[src/rtl/os_array_sched.sv]
// Tile scheduler for the output-stationary systolic array.
// Per tile: K operand-buffer reads, a diagonal clc wavefront aligned with each
// PE's first product, a flush long enough for the last product to land in the
// far corner PE, then a row-by-row drain over valid/ready.
module os_array_sched #(
  parameter int ROWS    = 4,
  parameter int COLS    = 4,
  parameter int K_W     = 16,
  parameter int RD_LAT  = 1,
  parameter int MAC_LAT = 2,
  localparam int DIAG   = ROWS + COLS - 1,
  localparam int ROW_W  = (ROWS > 1) ? $clog2(ROWS) : 1
) (
  input  logic             clk,
  input  logic             rst_n,
  input  logic             start,
  input  logic [K_W-1:0]   k_len,
  output logic             busy,
  output logic             done,
  output logic             err,
  output logic             buf_rd_en,
  output logic [K_W-1:0]   buf_rd_addr,
  output logic [DIAG-1:0]  clc_diag,
  output logic             out_valid,
  input  logic             out_ready,
  output logic [ROW_W-1:0] out_row_sel
);

  // Flush length: read latency + diagonal skew to the far corner + MAC latency.
  localparam int F_LEN = RD_LAT + ROWS + COLS - 2 + MAC_LAT;
  localparam int F_W   = $clog2(F_LEN + 1);
  // Taps of the clc delay line; tap t is high t cycles after the addr-0 read.
  localparam int TAP_N = RD_LAT + DIAG;

  typedef enum logic [1:0] {S_IDLE, S_FEED, S_FLUSH, S_DRAIN} state_t;

  state_t           r_state;
  state_t           w_next;
  logic [K_W-1:0]   r_k;
  logic [K_W-1:0]   r_addr;
  logic [F_W-1:0]   r_fcnt;
  logic [ROW_W-1:0] r_row;
  logic [TAP_N-2:0] r_clc_sr;
  logic             r_done;
  logic             r_err;

  logic             w_accept;
  logic             w_feed_last;
  logic             w_flush_last;
  logic             w_hs;
  logic             w_drain_last;
  logic             w_first;
  logic [TAP_N-1:0] w_taps;

  assign w_accept     = (r_state == S_IDLE) && start && (k_len != '0);
  // The address stops at K-1, so K = 2^K_W-1 never wraps the counter.
  assign w_feed_last  = (r_state == S_FEED) && (r_addr == r_k - K_W'(1));
  assign w_flush_last = (r_state == S_FLUSH) && (r_fcnt == F_W'(F_LEN - 1));
  assign w_hs         = (r_state == S_DRAIN) && out_ready;
  assign w_drain_last = w_hs && (r_row == ROW_W'(ROWS - 1));
  assign w_first      = (r_state == S_FEED) && (r_addr == '0);
  assign w_taps       = {r_clc_sr, w_first};

  // State register.
  always_ff @(posedge clk or negedge rst_n) begin
    // NOTE: sequential state uses non-blocking assignments so every register
    // samples pre-edge values regardless of block ordering.
    if (!rst_n) r_state <= S_IDLE;
    else        r_state <= w_next;
  end

  // Next-state logic for IDLE -> FEED -> FLUSH -> DRAIN -> IDLE.
  always_comb begin
    // NOTE: the default assignment first keeps this block free of inferred
    // latches on paths that do not change state.
    w_next = r_state;
    unique case (r_state)
      S_IDLE:  if (w_accept)     w_next = S_FEED;
      S_FEED:  if (w_feed_last)  w_next = S_FLUSH;
      S_FLUSH: if (w_flush_last) w_next = S_DRAIN;
      S_DRAIN: if (w_drain_last) w_next = S_IDLE;
      default:                   w_next = S_IDLE;
    endcase
  end

  // Tile length, read address, flush and drain-row counters.
  always_ff @(posedge clk or negedge rst_n) begin
    if (!rst_n) begin
      r_k    <= '0;
      r_addr <= '0;
      r_fcnt <= '0;
      r_row  <= '0;
    end else begin
      if (w_accept) r_k <= k_len;
      if (r_state == S_FEED) r_addr <= w_feed_last ? '0 : r_addr + K_W'(1);
      if (r_state == S_FLUSH) r_fcnt <= w_flush_last ? '0 : r_fcnt + F_W'(1);
      if (w_hs) r_row <= w_drain_last ? '0 : r_row + ROW_W'(1);
    end
  end

  // clc delay line: carries the addr-0 marker across RD_LAT plus the diagonal
  // skew; it keeps shifting through FLUSH so the far diagonals still fire.
  always_ff @(posedge clk or negedge rst_n) begin
    if (!rst_n) r_clc_sr <= '0;
    else        r_clc_sr <= {r_clc_sr[TAP_N-3:0], w_first};
  end

  // Single-cycle status pulses: err for a zero-length request, done after the
  // final row is taken.
  always_ff @(posedge clk or negedge rst_n) begin
    if (!rst_n) begin
      r_err  <= 1'b0;
      r_done <= 1'b0;
    end else begin
      r_err  <= (r_state == S_IDLE) && start && (k_len == '0);
      r_done <= w_drain_last;
    end
  end

  assign busy        = (r_state != S_IDLE);
  assign done        = r_done;
  assign err         = r_err;
  assign buf_rd_en   = (r_state == S_FEED);
  assign buf_rd_addr = (r_state == S_FEED) ? r_addr : '0;
  assign clc_diag    = w_taps[TAP_N-1:RD_LAT];
  assign out_valid   = (r_state == S_DRAIN);
  assign out_row_sel = r_row;

endmodule

[config.mk]
export PLATFORM = sky130hd
export DESIGN_NAME = os_array_sched
export DESIGN_NICKNAME = d
export VERILOG_FILES = /design/src/rtl/os_array_sched.sv
export SDC_FILE = /design/constraint.sdc
export NUM_CORES = 1
export LEC_CHECK = 0
export CAP_MARGIN = 20
export CORE_ASPECT_RATIO = 1.25
export CORE_MARGIN = 5
export CORE_UTILIZATION = 35
export CTS_BUF_LIST = sky130_fd_sc_hd__clkbuf_8
export DETAILED_ROUTE_END_ITERATION = 10
export GPL_TIMING_DRIVEN = 0
export PLACE_DENSITY = 0.59
export REMOVE_ABC_BUFFERS = 1
export SYNTH_ARGS = -nofsm -noshare
export SYNTH_HDL_FRONTEND = slang
export SYNTH_SLANG_ARGS = --single-unit
[constraint.sdc]
create_clock -name clk -period 4.8 [get_ports clk]
set_clock_uncertainty 0.1 [all_clocks]
set_input_delay 0.72 -clock clk [delete_from_list [all_inputs] [get_ports clk]]
set_output_delay 0.72 -clock clk [all_outputs]
set_load 0.005 [all_outputs]
# == Word-level counts from Yosys, hierarchy flattened ==
# Cells that the tools add are included.
# classes
muxes,9
n_reduce_logical,14
addsub,4
eq_ne,10
# ops
op,count
logical NOT 16 bit,2
two-way mux 16 bit,2
adder 16 x 1 -> 16 bit (second input constant),1
equality test 16 bit,1
nonzero test 16 bit,1
subtractor 16 x 1 -> 16 bit (second input constant),1
two-way mux 2 bit,5
logical AND 1 bit,8
one-hot mux 2 bit (4 select lines),1
equality test 2 bit (second input constant),3
adder 4 x 1 -> 4 bit (second input constant),1
equality test 4 bit (second input constant),1
two-way mux 4 bit,1
inequality test 2 x 1 -> 1 bit (second input constant),2
inequality test 2 bit (second input constant),2
AND reduction 4 bit,1
adder 2 x 1 -> 2 bit (second input constant),1
equality test 2 x 1 -> 1 bit (second input constant),1
logical NOT 2 bit,1
nonzero test 2 bit,1
# word_totals
output_inout_bits,30
elab_cells,45
inputBits,20
regBits,49

# == Logic depth before layout (Yosys ltp) ==
# Gate-level depths: netlist (run 1).
# depth
ltp_word,5
mapped_depth,10
mapped_depth_nobuf,9

# == Least setup slack after synthesis (run 1) ==
# OpenSTA, ideal clock, no wires.
# synth_path
kind,register -> register
from,reg r_k[0]
to,reg r_state[1]
path_slack_ps,2106
arrival_time_ps,2467
required_time_ps,4572
setup_ps,128
period_less_slack_ps,2694
path_stages_with_launch,10
n_path_buf,0
path_cell_list,dfrtp_1 -> inv_1 -> ha_1 -> nor4b_4 -> nand3_1 -> or4_1 -> o211ai_2 -> nand2_1 -> o31ai_4 -> mux2_1
# synth_via
elab_chain_len,5
# synth_rtl
element,line,source
"start, declared",39,logic [K_W-1:0] r_k;
"start signal, assigned",94,if (w_accept) r_k <= k_len;
subtractor 16 x 1 -> 16 bit,57,assign w_feed_last = (r_state == S_FEED) && (r_addr == r_k - K_W'(1));
equality test 16 bit,57,
logical AND 1 bit,57,
inequality test 2 x 1 -> 1 bit (no source line),--,
AND reduction 4 bit (no source line),--,
"end signal, assigned",69,else r_state <= w_next;
"end, declared",37,state_t r_state;
# Every way passes these cells.
# A chain may end at the register's enable or synchronous reset.

# == Final worst setup path (run 1) ==
# layout_path
from,reg r_state[1]
to,out buf_rd_addr[0]
# layout_via
elab_chain_len,2
# layout_rtl
element,line,source
equality test 2 x 1 -> 1 bit,124,assign buf_rd_addr = (r_state == S_FEED) ? r_addr : '0;
two-way mux 16 bit,124,
"end, declared",22,"output logic [K_W-1:0] buf_rd_addr,"
# Every way passes these cells.

==> results.json, run 1 <==
{
  "postCtsSetupBuffers": 0,
  "outcome": "complete, no violations",
  "cts_buffers": 5,
  "first_pass_iters": 4,
  "p_per_area_nw_per_um2": 500.7,
  "dp_cells": 439,
  "cts_root_buf": "clkbuf_8",
  "cts.sinks": 49,
  "drive_above_1_share_pct": 10.06,
  "grt_max_degree": 36,
  "yosys.area.top_type": "dfrtp_1",
  "cp-start-kind": "register",
  "diodes": 0,
  "fp.dieW_um": 91.49,
  "area_growth_pct": 23.08,
  "cts_resized": 0,
  "synth-async-reset-ratio_pct": 100.0,
  "setup.worst_path.class": "register to primary output",
  "grt_overflow_total": 0,
  "cts_hold_buf": 0,
  "pre_cts_slack_ps": 1799,
  "clk_latency_ps": 300,
  "clk_pin_slew_ps": 80,
  "core_area_um2": 8194,
  "fin_area_um2": 3576,
  "min_path_type": "input pin to async pin",
  "grt_pass1_wl_um": 11450,
  "synth_edf_count": 0,
  "die_h_um": 111.9,
  "fin_setup_tns_ps": 0,
  "drt.antenna.violating_nets": 0,
  "setup_ws_ps": 1547,
  "cap_violations": 0,
  "fin_crit_sh_pct": 67.77,
  "drt-initial-drc-count": 81,
  "placed_area_um2": 3502,
  "cp_max_fo": 20,
  "clock_path_buffers": 2,
  "grt_pass1_vias": 2312,
  "start_util_pct": 35.46,
  "timing.fmax_mhz": 307.4,
  "numPortBuffers": 49,
  "p_leak_nw": 1.455,
  "tritoncts": "done",
  "core.rowCount": 37,
  "peakVddDrop_mv": 0.1960,
  "ys_seq_elements": 49,
  "finalHoldViolCount": 0,
  "worstSetupEndpointType": "primary output",
  "ys_types": 48,
  "synthTopCellsByArea": "dfrtp_1 (42%), xnor2_1 (6.3%), mux2_2 (5.8%), ha_1 (4.7%), nor2_1 (4.5%)",
  "wirelength_um": 6666,
  "synth-seq-area-share_pct": 42.20,
  "finalSetupViolCount": 0,
  "vias": 2264,
  "yosysTopAreaCellShare_pct": 42.20,
  "syn_avg_cell_area_um2": 9.652,
  "final_nets": 380,
  "gp_congestion": 0.7944,
  "post_drt_wl_per_cell_um": 14.98,
  "yosysWarnings": 0,
  "timing.final.crit_period_ps": 3253,
  "netlist_area_um2": 2905,
  "antenna_found_initial": 0,
  "worst_pin_slew_ps": 590.9,
  "synth_flop_cell": "dfrtp_1",
  "htree_levels": 2,
  "grt_util_all_layers_pct": 13.62,
  "fill_cells": 809,
  "slew_headroom_pct": 60.61,
  "stdcell_count": 445,
  "netlist_instances": 301,
  "worstPathArrival_ps": 2430,
  "die_area_um2": 10230,
  "required_ps": 3980,
  "slew_viol_final": 0,
  "routed_via_density": 5.088,
  "drc_errors": 0,
  "rsz0062_at_grt": "false",
  "dpl.hpwl_um": 5186,
  "power.total_w": 0.001790,
  "io_pins": 50
}
==> worst max-delay path, stage by stage, from the launching register on <==
cell and delay (ps):
dfrtp_1 420, inv_1 110, ha_1 540, inv_1 310
nor2_1 220, clkdlybuf4s50_1 530
==> layout by cell type (no fill, tap or decap), types with 4 or more instances in the layout <==
| master | Yosys | routed |
|---|---|---|
| and2_1 | 12 | 12 |
| a21o_1 | 4 | 4 |
| clkbuf_8 | 0 | 5 |
| nor4_1 | 9 | 9 |
| xnor2_1 | 21 | 21 |
| inv_1 | 15 | 15 |
| nand2b_1 | 8 | 8 |
| nand2_1 | 22 | 22 |
| nor2_1 | 35 | 35 |
| xor2_1 | 9 | 9 |
| clkdlybuf4s50_1 | 0 | 48 |
| mux2_2 | 15 | 15 |
| ha_1 | 11 | 11 |
| a21oi_1 | 5 | 5 |
| nand4_1 | 8 | 8 |
| dfrtp_1 | 49 | 49 |
| o21ai_0 | 8 | 8 |
| nand3_1 | 16 | 16 |
| nor3_1 | 7 | 7 |
==> state kept, by name, indices dropped and copies added (netlist names) <==
signal,count
clc_diag,7
r_state,2
err,1
r_fcnt,4
done,1
out_row_sel,2
r_k,16
r_addr,16
==> path summary, 6_finish.rpt <==
path / from / slack, ps / end / depth (start not counted)
setup / recovery: r_state[1] / 1550 / buf_rd_addr[0] / 5
hold / removal: rst_n / 230 / r_k[5] / 1
setup reg to reg: r_k[0] / 1800 / r_state[1] / 9
hold reg to reg: clc_diag[2] / 290 / clc_diag[3] / 0
max in group asynchronous: rst_n / 3870 / r_addr[3] / 2
min in group clk: clc_diag[2] / 290 / clc_diag[3] / 0
==> area by class of cell <==
type,count,area (um^2),area share (%)
Tap cell,97,121.4,3.394
Clock buffer,5,68.82,1.924
Multi-Input combinational cell,227,1582,44.23
Sequential cell,49,1226,34.29
Clock inverter,1,5.005,0.1400
Timing Repair Buffer,51,516.7,14.45
Inverter,15,56.30,1.575
==> kinds of logic after synthesis <==
family          count (synthesis)  synth area share, %
fa+ha+maj                      11                4.737
mux                            17                6.546
xor+xnor                       30                9.044
buf+inv                        25                3.359
flops                          49                42.21
simple gates                  136                26.06
compound gates                 33                8.054
==> cell usage after synthesis, drive strengths merged (4+ instances only) <==
cell type / instances
xnor2: 21
nor3: 7
nand2: 24
mux2: 16
dfrtp: 49
clkbuf: 9
a21o: 4
a21oi: 6
ha: 11
o21ai: 10
xor2: 9
nand3: 16
and2: 12
nor2: 36
inv: 15
nand2b: 8
nor4: 11
nand4: 9
==> routing by layer <==
layer / vias to the layer above / GRT usage (%) / routed length, um
li1: 1131 / - / -
met3: 5 / 2.973 / 242
met4: 0 / 2.716 / 63
met2: 48 / 23.45 / 3341
met1: 1080 / 17.50 / 3019
met5: - / 0 / 0
==> metrics by stage <==
stage / hold WS [ps] / utilization [%]
2_1_floorplan: 275.7 / -
3_3_place_gp: 263.5 / 42.42
3_5_place_dp: 279.6 / 42.74
4_1_cts: 233.0 / 43.64
5_1_grt: 248.2 / 43.64
6_report: 228.7 / 43.64
==> power breakdown <==
group / internal (W) / total, W / leakage, nW / switching (W)
Clock: 0.0000963 / 0.000229 / 0.0399 / 0.000133
Sequential: 0.000547 / 0.000740 / 0.634 / 0.000193
Combinational: 0.000426 / 0.000821 / 0.781 / 0.000396
Total: 0.00107 / 0.00179 / 1.45 / 0.000721
Note: power is estimated with default switching activity, not from simulation.
==> inputs of run 2 (changes only) <==
==> constraint.sdc (replaced) <==
create_clock -name clk -period 3.1 [get_ports clk]
set_clock_uncertainty 0.1 [all_clocks]
set_input_delay 0.465 -clock clk [delete_from_list [all_inputs] [get_ports clk]]
set_output_delay 0.465 -clock clk [all_outputs]
set_load 0.005 [all_outputs]
==> run 2 against run 1 <==
  * Utilization up 0.37 points
  * First-iteration DRC count decreased by 7.4%
  * Critical path depth rose by 4
  * Total power is 56% higher
  * Routed wire length rose by 0.80%
  * Via count is 1.1% higher
  * Non-clock buffer count increased by 2
  * Sequential power rose by 55%
  * Die area is the same
  * Count of clock-buffer cells in the layout did not move
  * Hold slack improved by 61 ps
==> results.json, run 2 (synthesis results as in run 1) <==
{
  "outcome": "complete, no violations",
  "core_area_um2": 8194,
  "gp_congestion": 0.7944,
  "timing.fmax_mhz": 344.8,
  "worst_pin_slew_ps": 573.9,
  "min_to": "clc_diag[3]",
  "clk_pin_slew_ps": 80,
  "dpl.hpwl_um": 5186,
  "reg2reg_depth": 9,
  "core.rowCount": 37,
  "setup.worst_path.class": "register to register",
  "required_ps": 3190,
  "timing.final.crit_period_ps": 2900,
  "r2r_end": "r_state[1]",
  "r2r_start": "r_k[0]",
  "utilization_pct": 44.01,
  "wirelength_um": 6719,
  "min_path_cells": 0,
  "antenna_found_initial": 0,
  "cts_buffers": 5,
  "dp_cells": 439,
  "routed_via_density": 5.123,
  "io_pins": 50,
  "p_leak_nw": 1.463,
  "numPortBuffers": 49,
  "hold_start": "clc_diag[2]",
  "diodes": 0,
  "grt_pass1_vias": 2314,
  "die_area_um2": 10230,
  "die_h_um": 111.9,
  "peakVddDrop_mv": 0.3023,
  "cp_max_fo": 5,
  "drt.antenna.violating_nets": 0,
  "finalSetupViolCount": 0,
  "layout.cells.most_common": "dfrtp_1",
  "ff2ff_setup_slack_ps": 200,
  "grt_util_all_layers_pct": 13.62,
  "grt_max_degree": 36,
  "cap_violations": 0,
  "clock_path_buffers": 2,
  "fin_crit_sh_pct": 93.55,
  "first_pass_iters": 4,
  "layout_common_cells": "dfrtp_1 (49), clkdlybuf4s50_1 (48), nor2_1 (35)",
  "power.total_w": 0.002791,
  "fp.dieW_um": 91.49,
  "final_nets": 382,
  "cts_root_buf": "clkbuf_8",
  "start_util_pct": 35.46,
  "grt_overflow_total": 0,
  "clk_latency_ps": 300,
  "rsz0062_at_grt": "false",
  "hold_ws_ps": 289.5,
  "stdcell_count": 447,
  "worstPathArrival_ps": 2990,
  "fin_setup_tns_ps": 0,
  "drive_above_1_share_pct": 10.86,
  "grt_pass1_wl_um": 11450,
  "p_per_area_nw_per_um2": 773.9,
  "area_growth_pct": 24.12,
  "cts.sinks": 49,
  "htree_levels": 2,
  "slew_viol_final": 0,
  "drt-initial-drc-count": 75,
  "vias": 2290,
  "finalHoldViolCount": 0,
  "worstSetupEndpointType": "register",
  "slew_headroom_pct": 61.66,
  "cp-start-kind": "register",
  "min_path_type": "register to register",
  "tritoncts": "done",
  "drc_errors": 0,
  "post_drt_wl_per_cell_um": 15.03
}
==> run 2: cell count changes in the layout (fill, tap and decap cells not counted) <==
cell           previous run  this run
buf_4                     0         1
ha_2                      0         1
nand3_2                   0         1
nand3_1                  16        15
dlygate4sd3_1             0         1
nor2_4                    0         1
ha_1                     11        10
nor2_2                    1         0
==> run 2: worst max-delay path: stages, from the launching register on <==
cell and delay [ps]:
dfrtp_1 470, inv_1 110, ha_1 230, nor4b_4 330, nand3_2 160, or4_1 510
o211ai_2 100, nand2_1 150, o31ai_4 280, mux2_1 340
==> run 2: how the worst max path moves through the flow <==
stage	slack, ps	from	end
2_1_floorplan	410	r_k[0]	r_state[1]
3_3_place_gp	2	rst_n	r_addr[12]
3_5_place_dp	100	r_k[0]	r_addr[15]
4_1_cts	60	r_state[1]	buf_rd_addr[0]
5_1_grt	30	r_k[0]	r_state[1]
6_report	200	r_k[0]	r_state[1]
==> run 2: through the flow <==
step                setup WS, ps  instance area [um^2]
finish                     200.0                  3606
global route               31.01                  3606
CTS                        64.94                  3586
detailed placement         98.57                  3502
global placement           1.708                  3476
floorplan                  405.7                  2864
==> run 2: area by class of cell <==
cell class                 instances  area, um^2
clock buffer                       5       68.82
clock inverter                     1       5.005
fill                             802        4588
inverter                          15       56.30
multi-input combinational        227        1594
sequential                        49        1226
tap                               97       121.4
timing repair buffer              53       534.3
==> run 2: per-layer routing <==
layer / wire length (um) / up-vias / GRT usage [%]
li1: - / 1140 / -
met3: 250 / 5 / 2.905
met4: 63 / 0 / 2.716
met5: 0 / - / 0
met2: 3349 / 50 / 23.45
met1: 3056 / 1095 / 17.54
==> run 2: timing repair <==
action                                 in CTS  in global routing
setup endpoints to repair                   0                 18
hold buffers                                1                  0
buffers inserted                            0                  1
resized for setup                           0                  3
endpoints found under the hold margin      14                  0
==> run 2: power by group <==
group / switching [W] / internal (W)
registers: 0.000298 / 0.000847
logic: 0.000622 / 0.000667
clock network: 0.000206 / 0.000149
total: 0.00113 / 0.00166
==> inputs of run 3 (changes only) <==
--- a/config.mk
+++ b/config.mk
@@ -10,6 +10,7 @@
 export CORE_MARGIN = 5
 export CORE_UTILIZATION = 35
 export CTS_BUF_LIST = sky130_fd_sc_hd__clkbuf_8
+export CTS_CLUSTER_SIZE = 10
 export DETAILED_ROUTE_END_ITERATION = 10
 export GPL_TIMING_DRIVEN = 0
 export PLACE_DENSITY = 0.59
==> results of run 3 <==
No change in the layout: final DEF, timing and power equal those of run 2.
